### src/rtl/osd_msg_source_pkg.sv
// Shared types and constants for the osd_msg_source character stream source.
// Channel FSM states, error counter width and the power-on message.
package osd_msg_source_pkg;

  typedef enum logic [1:0] {
    ST_IDLE,
    ST_SEND,
    ST_GAP,
    ST_DONE
  } chan_state_e;

  localparam int ERR_WIDTH = 16;

  // "Hello World!\n", first character in the least significant byte.
  localparam logic [127:0] DEFAULT_INIT_MSG = 128'h0000000a_21646c72_6f57206f_6c6c6548;

  function automatic logic [ERR_WIDTH-1:0] err_inc(input logic [ERR_WIDTH-1:0] v);
    return (&v) ? v : v + ERR_WIDTH'(1);
  endfunction

endpackage

### src/rtl/osd_msg_source_chan.sv
// One output channel of osd_msg_source: replay FSM with pointer, pass and gap counters,
// plus the loop-back checker built only when MSG_SOURCE_CHECK_EN is defined.
module osd_msg_source_chan
  import osd_msg_source_pkg::*;
#(
  parameter int DATA_WIDTH = 8,
  parameter int AW         = 4,
  parameter int GAP_WIDTH  = 8,
  parameter int REP_WIDTH  = 4
) (
  input  logic                  clk,
  input  logic                  rst_n,
  input  logic                  i_start,
  input  logic                  i_stop,
  input  logic [AW:0]           i_len,
  input  logic [GAP_WIDTH-1:0]  i_cfg_gap,
  input  logic [REP_WIDTH-1:0]  i_cfg_repeat,
  output logic [AW-1:0]         o_ptr,
  input  logic [DATA_WIDTH-1:0] i_rd_char,
  output logic [DATA_WIDTH-1:0] o_char,
  output logic                  o_valid,
  input  logic                  i_ready,
  output logic                  o_done,
  output logic                  o_busy,
  input  logic [DATA_WIDTH-1:0] i_in_char,
  input  logic                  i_in_valid,
  output logic [AW-1:0]         o_exp_ptr,
  input  logic [DATA_WIDTH-1:0] i_exp_char,
  output logic [ERR_WIDTH-1:0]  o_err_count
);

  localparam logic [AW:0]          LEN_ONE = (AW+1)'(1);
  localparam logic [AW-1:0]        PTR_ONE = AW'(1);
  localparam logic [GAP_WIDTH-1:0] GAP_ONE = GAP_WIDTH'(1);
  localparam logic [REP_WIDTH-1:0] REP_ONE = REP_WIDTH'(1);

  chan_state_e           r_state;
  logic [AW-1:0]         r_ptr;
  logic [REP_WIDTH-1:0]  r_pass;
  logic [GAP_WIDTH-1:0]  r_gap_cnt;
  logic                  r_valid;
  logic                  r_done;
  logic                  r_stop_pend;
  logic                  r_stalled;
  logic [DATA_WIDTH-1:0] r_char_hold;

  logic w_hs;
  logic w_last;
  logic w_endless;
  logic w_more;

  assign w_hs      = r_valid && i_ready;
  assign w_last    = ({1'b0, r_ptr} == (i_len - LEN_ONE));
  assign w_endless = &i_cfg_repeat;
  assign w_more    = w_endless || (r_pass < i_cfg_repeat);

  always_ff @(posedge clk or negedge rst_n) begin
    if (!rst_n) begin
      r_state     <= ST_IDLE;
      r_ptr       <= '0;
      r_pass      <= '0;
      r_gap_cnt   <= '0;
      r_valid     <= 1'b0;
      r_done      <= 1'b0;
      r_stop_pend <= 1'b0;
    end else begin
      r_done <= 1'b0;
      case (r_state)
        ST_IDLE: begin
          r_stop_pend <= 1'b0;
          if (i_start) begin
            r_ptr  <= '0;
            r_pass <= '0;
            if (i_len == '0) begin
              r_state <= ST_DONE;
              r_done  <= 1'b1;
            end else begin
              r_state <= ST_SEND;
              r_valid <= 1'b1;
            end
          end
        end
        ST_SEND: begin
          if (i_stop) begin
            r_stop_pend <= 1'b1;
          end
          if (w_hs) begin
            // A stop only takes effect once the beat already on the port is accepted.
            if (i_stop || r_stop_pend) begin
              r_state <= ST_IDLE;
              r_valid <= 1'b0;
            end else if (w_last && !w_more) begin
              r_state <= ST_DONE;
              r_valid <= 1'b0;
              r_done  <= 1'b1;
            end else begin
              if (w_last) begin
                r_ptr <= '0;
                if (!w_endless) begin
                  r_pass <= r_pass + REP_ONE;
                end
              end else begin
                r_ptr <= r_ptr + PTR_ONE;
              end
              if (i_cfg_gap != '0) begin
                r_state   <= ST_GAP;
                r_valid   <= 1'b0;
                r_gap_cnt <= i_cfg_gap - GAP_ONE;
              end
            end
          end
        end
        ST_GAP: begin
          if (i_stop) begin
            r_state <= ST_IDLE;
          end else if (r_gap_cnt == '0) begin
            r_state <= ST_SEND;
            r_valid <= 1'b1;
          end else begin
            r_gap_cnt <= r_gap_cnt - GAP_ONE;
          end
        end
        ST_DONE: begin
          r_state <= ST_IDLE;
        end
        default: begin
          r_state <= ST_IDLE;
          r_valid <= 1'b0;
        end
      endcase
    end
  end

  // Freeze the presented character once a beat has been refused, so buffer writes cannot alter it.
  always_ff @(posedge clk or negedge rst_n) begin
    if (!rst_n) begin
      r_stalled   <= 1'b0;
      r_char_hold <= '0;
    end else begin
      r_stalled   <= r_valid && !i_ready;
      r_char_hold <= o_char;
    end
  end

  assign o_char  = r_stalled ? r_char_hold : i_rd_char;
  assign o_ptr   = r_ptr;
  assign o_valid = r_valid;
  assign o_done  = r_done;
  assign o_busy  = (r_state != ST_IDLE);

`ifdef MSG_SOURCE_CHECK_EN
  logic [AW-1:0]        r_exp_ptr;
  logic [ERR_WIDTH-1:0] r_err;
  logic                 w_exp_wrap;

  assign w_exp_wrap = (({1'b0, r_exp_ptr} + LEN_ONE) >= i_len);

  always_ff @(posedge clk or negedge rst_n) begin
    if (!rst_n) begin
      r_exp_ptr <= '0;
      r_err     <= '0;
    end else begin
      if (i_in_valid && (i_in_char != i_exp_char)) begin
        r_err <= err_inc(r_err);
      end
      if (i_start && (r_state == ST_IDLE)) begin
        r_exp_ptr <= '0;
      end else if (i_in_valid) begin
        r_exp_ptr <= w_exp_wrap ? '0 : r_exp_ptr + PTR_ONE;
      end
    end
  end

  assign o_exp_ptr   = r_exp_ptr;
  assign o_err_count = r_err;
`else
  logic w_unused_chk;
  assign w_unused_chk = ^{i_in_char, i_in_valid, i_exp_char};
  assign o_exp_ptr    = '0;
  assign o_err_count  = '0;
`endif

endmodule

### src/rtl/osd_msg_source.sv
// Multi-channel message replay source: shared message buffer, length register and N_CH channels.
// Define MSG_SOURCE_CHECK_EN to build the per-channel loop-back checkers.
module osd_msg_source
  import osd_msg_source_pkg::*;
#(
  parameter int DATA_WIDTH = 8,
  parameter int DEPTH      = 16,
  parameter int N_CH       = 1,
  parameter int GAP_WIDTH  = 8,
  parameter int REP_WIDTH  = 4,
  parameter int INIT_LEN   = 13,
  parameter logic [DEPTH*DATA_WIDTH-1:0] INIT_MSG = (DEPTH*DATA_WIDTH)'(DEFAULT_INIT_MSG),
  localparam int AW = $clog2(DEPTH)
) (
  input  logic                       clk,
  input  logic                       rst_n,
  input  logic                       cfg_we,
  input  logic [AW-1:0]              cfg_addr,
  input  logic [DATA_WIDTH-1:0]      cfg_data,
  input  logic                       cfg_len_we,
  input  logic [AW:0]                cfg_len,
  input  logic [GAP_WIDTH-1:0]       cfg_gap,
  input  logic [REP_WIDTH-1:0]       cfg_repeat,
  output logic                       cfg_busy,
  input  logic [N_CH-1:0]            start,
  input  logic [N_CH-1:0]            stop,
  output logic [N_CH-1:0]            done,
  output logic [N_CH*DATA_WIDTH-1:0] out_char,
  output logic [N_CH-1:0]            out_valid,
  input  logic [N_CH-1:0]            out_ready,
  input  logic [N_CH*DATA_WIDTH-1:0] in_char,
  input  logic [N_CH-1:0]            in_valid,
  output logic [N_CH-1:0]            in_ready,
  output logic [N_CH*ERR_WIDTH-1:0]  err_count
);

  logic [DATA_WIDTH-1:0] r_mem [DEPTH];
  logic [AW:0]           r_len;

  logic [AW-1:0]         w_ptr      [N_CH];
  logic [AW-1:0]         w_exp_ptr  [N_CH];
  logic [DATA_WIDTH-1:0] w_rd_char  [N_CH];
  logic [DATA_WIDTH-1:0] w_exp_char [N_CH];
  logic [N_CH-1:0]       w_busy;

  // Buffer entries are registers so that every channel gets its own combinational read port.
  generate
    for (genvar gi = 0; gi < DEPTH; gi++) begin : g_mem
      always_ff @(posedge clk or negedge rst_n) begin
        if (!rst_n) begin
          r_mem[gi] <= INIT_MSG[gi*DATA_WIDTH +: DATA_WIDTH];
        end else if (cfg_we && (cfg_addr == AW'(gi))) begin
          r_mem[gi] <= cfg_data;
        end
      end
    end
  endgenerate

  always_ff @(posedge clk or negedge rst_n) begin
    if (!rst_n) begin
      r_len <= (AW+1)'(INIT_LEN);
    end else if (cfg_len_we && !cfg_busy) begin
      r_len <= cfg_len;
    end
  end

  generate
    for (genvar gi = 0; gi < N_CH; gi++) begin : g_ch
      assign w_rd_char[gi]  = r_mem[w_ptr[gi]];
      assign w_exp_char[gi] = r_mem[w_exp_ptr[gi]];
      assign in_ready[gi]   = 1'b1;

      osd_msg_source_chan #(
        .DATA_WIDTH (DATA_WIDTH),
        .AW         (AW),
        .GAP_WIDTH  (GAP_WIDTH),
        .REP_WIDTH  (REP_WIDTH)
      ) u_chan (
        .clk          (clk),
        .rst_n        (rst_n),
        .i_start      (start[gi]),
        .i_stop       (stop[gi]),
        .i_len        (r_len),
        .i_cfg_gap    (cfg_gap),
        .i_cfg_repeat (cfg_repeat),
        .o_ptr        (w_ptr[gi]),
        .i_rd_char    (w_rd_char[gi]),
        .o_char       (out_char[gi*DATA_WIDTH +: DATA_WIDTH]),
        .o_valid      (out_valid[gi]),
        .i_ready      (out_ready[gi]),
        .o_done       (done[gi]),
        .o_busy       (w_busy[gi]),
        .i_in_char    (in_char[gi*DATA_WIDTH +: DATA_WIDTH]),
        .i_in_valid   (in_valid[gi]),
        .o_exp_ptr    (w_exp_ptr[gi]),
        .i_exp_char   (w_exp_char[gi]),
        .o_err_count  (err_count[gi*ERR_WIDTH +: ERR_WIDTH])
      );
    end
  endgenerate

  assign cfg_busy = |w_busy;

endmodule

### config.mk
export PLATFORM = sky130hd
export DESIGN_NAME = osd_msg_source
export DESIGN_NICKNAME = d
export VERILOG_FILES = /design/src/rtl/osd_msg_source_pkg.sv /design/src/rtl/osd_msg_source_chan.sv /design/src/rtl/osd_msg_source.sv
export SDC_FILE = /design/constraint.sdc
export NUM_CORES = 1
export LEC_CHECK = 0
export CELL_PAD_IN_SITES_DETAIL_PLACEMENT = 0
export CELL_PAD_IN_SITES_GLOBAL_PLACEMENT = 1
export CORE_MARGIN = 2
export CORE_UTILIZATION = 44
export DETAILED_ROUTE_END_ITERATION = 10
export PLACE_DENSITY_LB_ADDON = 0.1
export RECOVER_POWER = 25
export SLEW_MARGIN = 10
export SYNTH_ARGS = -nofsm -noshare
export SYNTH_HDL_FRONTEND = slang
export SYNTH_HIERARCHICAL = 1
export SYNTH_SLANG_ARGS = --single-unit
### constraint.sdc
create_clock -name clk -period 2.3 [get_ports clk]
set_input_delay 0.69 -clock clk [delete_from_list [all_inputs] [get_ports clk]]
set_output_delay 0.69 -clock clk [all_outputs]
set_load 0.05 [all_outputs]
# Word-level counts from Yosys, hierarchy flattened
# Cells that the tools add are included.
[word_totals]
regBits = 163
in_bits = 45
output_inout_bits = 28
elab_cells = 157
[classes]
add_sub_neg = 5
n_lt_le_gt_ge = 2
eq_ne = 33
muxes = 49
bitwise_logic = 1
n_reduce_logical = 41
[ops]
columns = ["op", "count"]
rows = [
  ["8-bit 2-to-1 mux", 9],
  ["4-bit 2-to-1 mux", 10],
  ["8-bit binary-select mux with 4-bit select", 1],
  ["4-bit equality test (second input constant)", 8],
  ["7-bit AND reduction", 3],
  ["1-bit logical AND", 20],
  ["4-bit by 3-bit equality test with 1-bit output (second input constant)", 4],
  ["2-bit 2-to-1 mux", 8],
  ["2-bit != test (second input constant)", 8],
  ["4-bit case mux with 2 select lines", 2],
  ["8-bit case mux with 2 select lines", 1],
  ["8-bit by 1-bit subtractor with 8-bit output (second input constant)", 2],
  ["1-bit 2-to-1 mux", 14],
  ["4-bit by 1-bit adder with 4-bit output (second input constant)", 2],
  ["4-bit by 2-bit equality test with 1-bit output (second input constant)", 2],
  ["8-bit logical NOT", 1],
  ["2-bit by 1-bit != test with 1-bit output (second input constant)", 4],
  ["2-bit case mux with 4 select lines", 1],
  ["4-bit AND reduction", 2],
  ["8-bit nonzero test", 1],
  ["2-bit nonzero test", 3],
  ["4-bit by 5-bit equality test with 1-bit output", 1],
  ["5-bit >= comparator (second input constant)", 1],
  ["5-bit logical NOT", 1],
  ["17 further kinds", 22],
]

# Depth between registers and ports, before layout
[depth]
word_depth = 8
ltp_mapped = 10
ltp_nobuf = 8

# Hierarchy
# Netlist, hierarchy kept.
[by_module_without_submodules]
columns = ["mod", "n_inst", "cells_each", "area_per_inst_um2", "seq_area_each_um2"]
rows = [
  ["osd_msg_source", 1, 447, 7071.8, 3390.8],
  ["osd_msg_source_chan", 1, 244, 2175.8, 750.7],
]

# Worst setup path after synthesis
# Ideal clock, no wire load.
[synth_path]
kind = "register -> output"
start = "reg g_ch[0].u_chan.r_ptr[0]"
end = "out out_char[0]"
arrival_time_ps = 1912
required_time_ps = 1610
setup_slack_ps = -302
stages_incl_launch_ff = 7
path_buffers = 2
path_cell_list = "dfrtp_1 buf_2 buf_4 mux4_2 a22oi_1 nand2_1 mux2_2"
[synth_rtl]
columns = ["item", "line_no", "rtl"]
rows = [
  ["from (decl)", "osd_msg_source_chan.sv:38", "logic [AW-1:0] r_ptr;"],
  ["from (signal assigned)", "osd_msg_source_chan.sv:103", "r_ptr <= r_ptr + PTR_ONE;"],
  ["to (decl)", "osd_msg_source.sv:28", "output logic [N_CH*DATA_WIDTH-1:0] out_char,"],
]

==> flow_summary.json <==
{
  "gr-total-overflow": 0,
  "drive_gt1_share_pct": 54.8,
  "worst_slew_pin_slew_ns": 1.52,
  "critical-path-slowest-cell": "mux4_2",
  "cts_buffer_depth": 2,
  "antenna_found_initial": 0,
  "rows": 50,
  "path_depth": 7,
  "worstSetupPathType": "reg2out",
  "cpPeakStageDelay_ns": 0.49,
  "syn_avg_cell_area_um2": 13.4,
  "dpl_cell_area_mm2": 0.00962,
  "numClockSinks": 163,
  "setup_violations": 8,
  "r2r_cells": 9,
  "path_clk_slew_ns": 0.07,
  "clk_latency_ns": 0.42,
  "rr_endpoint": "g_ch[0].u_chan/r_gap_cnt[2]",
  "design.portCount": 73,
  "dp_hpwl_mm": 13.3,
  "num_vias": 5418,
  "tritoncts": "done",
  "arrival_ns": 2.41,
  "power_density_mw_per_mm2": 1130,
  "busiest_layer": "met2",
  "hold_path_class": "reg2reg",
  "ir_worst_vdd_v": 0.000514,
  "root_buffer": "clkbuf_16",
  "gr-usage-met2_pct": 34.8,
  "start_kind": "register",
  "holdWs_ns": 0.499,
  "port_buffers": 46,
  "tns_ns": -6.30,
  "finalInstanceArea_mm2": 0.0105,
  "grt_max_degree": 57,
  "period_needed_ns": 3.10,
  "dieArea_mm2": 0.0199,
  "drt_first_pass_iters": 4,
  "grt_usage_pct": 20.6,
  "die_w_um": 141,
  "antenna_left": 0,
  "gp_congestion": 0.830,
  "rsz0062_at_grt": "true",
  "fmax_mhz": 323,
  "cts_buffers": 17,
  "finalNonFillerCells": 986,
  "grt_pass1_vias": 5785,
  "slew_headroom_pct": -1.33,
  "cts.hold.buffers_added": 0,
  "hp-start": "g_ch[0].u_chan/r_char_hold[0]",
  "total_power_mw": 11.8,
  "drt_wl_total_mm": 19.3,
  "syn_to_final_growth_pct": 27.1,
  "min_period_over_period_pct": 135,
  "layout.nets": 791,
  "use_met1_pct": 26.8,
  "syn_area_mm2": 0.00827,
  "drv_slew": 56,
  "fin_ws_ns": -0.800,
  "hold_end": "g_ch[0].u_chan/r_char_hold[0]",
  "crit_family": "multiplexers",
  "grt_pass1_wl_mm": 31.3,
  "maxCapViolations": 1,
  "htreeDepth": 4,
  "first_iter_violations": 240,
  "violations": "max-capacitance violations, max-slew violations, negative setup slack",
  "regToRegSetupSlack_ns": 0.06,
  "core_area_mm2": 0.0186,
  "skew_ns": 0.00811,
  "whs_path_depth": 1,
  "yosysWarnings": 6,
  "worstPathCellList": "buf_12 -> buf_4 -> mux4_2 -> a22oi_1 -> nand2_1 -> mux2_4 -> buf_6",
  "end_kind": "output port",
  "synth_cells": 617,
  "dp_cells": 946,
  "drc_errors": 0,
  "cp.required_ns": 1.61,
  "grt_use_met3_pct": 4.11,
  "status": "complete, but fails checks",
  "wl_per_cell_um": 19.6,
  "vias_per_cell": 5.49,
  "timing.rr.start": "r_len[0]",
  "num_antenna_cells": 0,
  "crit_fanout": 18,
  "crit_buf_inv": 3,
  "start_util_pct": 44.5,
  "die_y_um": 141,
  "p_leak_nw": 4.39,
  "finalHoldViolations": 0
}
==> worst reg2reg max path: cells and delay by family, from the launching register on <==
family	cells	cell delay [ns]
buf+inv	2	0.23
simple gates	1	0.40
fa+ha+maj	1	0.17
compound gates	5	0.94
flops	1	0.37
==> state kept, by name, summed over array words and instances, names as in the netlist <==
name	cells
g_ch.u_chan/r_gap_cnt	8
g_ch.u_chan/r_char_hold	8
g_ch.u_chan/r_state	2
g_ch.u_chan/r_stop_pend	1
r_mem	128
g_ch.u_chan/o_done	1
g_ch.u_chan/r_stalled	1
g_ch.u_chan/o_valid	1
g_ch.u_chan/r_pass	4
r_len	5
g_ch.u_chan/o_ptr	4
==> routing by layer <==
metal	part of all wire [%]	vias up
li1	-	2500
met1	45	2810
met2	51	89
met3	3.0	19
met4	1.6	0
met5	0	-
==> final cells by class <==
cell class / count / area, µm²
clock buffer: 18 / 429
inverter: 12 / 45.0
tap: 234 / 293
timing repair buffer: 137 / 1320
clock inverter: 14 / 166
fill: 1572 / 8080
multi-input combinational: 408 / 4110
sequential: 163 / 4140
==> power breakdown <==
group / leakage [nW] / total, mW / switching, mW / internal [mW]
sequential: 1.92 / 4.27 / 0.488 / 3.79
clock: 0.282 / 2.87 / 1.23 / 1.63
combinational: 2.19 / 4.70 / 2.26 / 2.44
total: 4.39 / 11.8 / 3.98 / 7.85
==> worst max-delay path by stage <==
stage / startpoint / to / slack (ns)
after global placement: cfg_repeat[3] / g_ch[0].u_chan/r_gap_cnt[7] / -0.49
final: g_ch[0].u_chan/o_ptr[0] / out_char[1] / -0.80
after global routing: g_ch[0].u_chan/o_ptr[0] / out_char[5] / -0.91
after floorplan: g_ch[0].u_chan/o_ptr[0] / out_char[0] / -0.18
after detailed placement: cfg_repeat[3] / g_ch[0].u_chan/r_gap_cnt[6] / -0.54
after CTS: g_ch[0].u_chan/o_ptr[0] / out_char[0] / -0.88
==> placed cells by master (no fill, tap or decap), types with 7 or more instances in the layout <==
cell	instances
nor2_1	18
nor2b_1	7
mux2_4	16
nand2_1	22
inv_1	11
buf_4	75
nand3_1	12
dfstp_2	50
conb_1	17
buf_12	14
dfrtp_1	112
clkbuf_16	17
o21ai_0	8
mux4_2	32
a21oi_1	10
o21ai_1	7
clkdlybuf4s50_1	35
nand2b_1	10
nor2_2	12
a22oi_2	10
a22oi_1	7
nor3_1	10
buf_6	10
mux2_2	126
==> metrics by stage <==
stage          worst slack, ns  util, %
2_1_floorplan           -0.182        -
3_3_place_gp            -0.485     51.8
3_5_place_dp            -0.543     51.8
4_1_cts                 -0.879     55.5
5_1_grt                 -0.909     56.5
6_report                -0.800     56.5
==> timing repair <==
item / in CTS / in global routing
resized for setup: 20 / 36
setup buffers: 3 / 5
pin swaps: 5 / 8
endpoints found under the setup margin: 15 / 25
No activity file was read; power rests on OpenSTA's default activity.
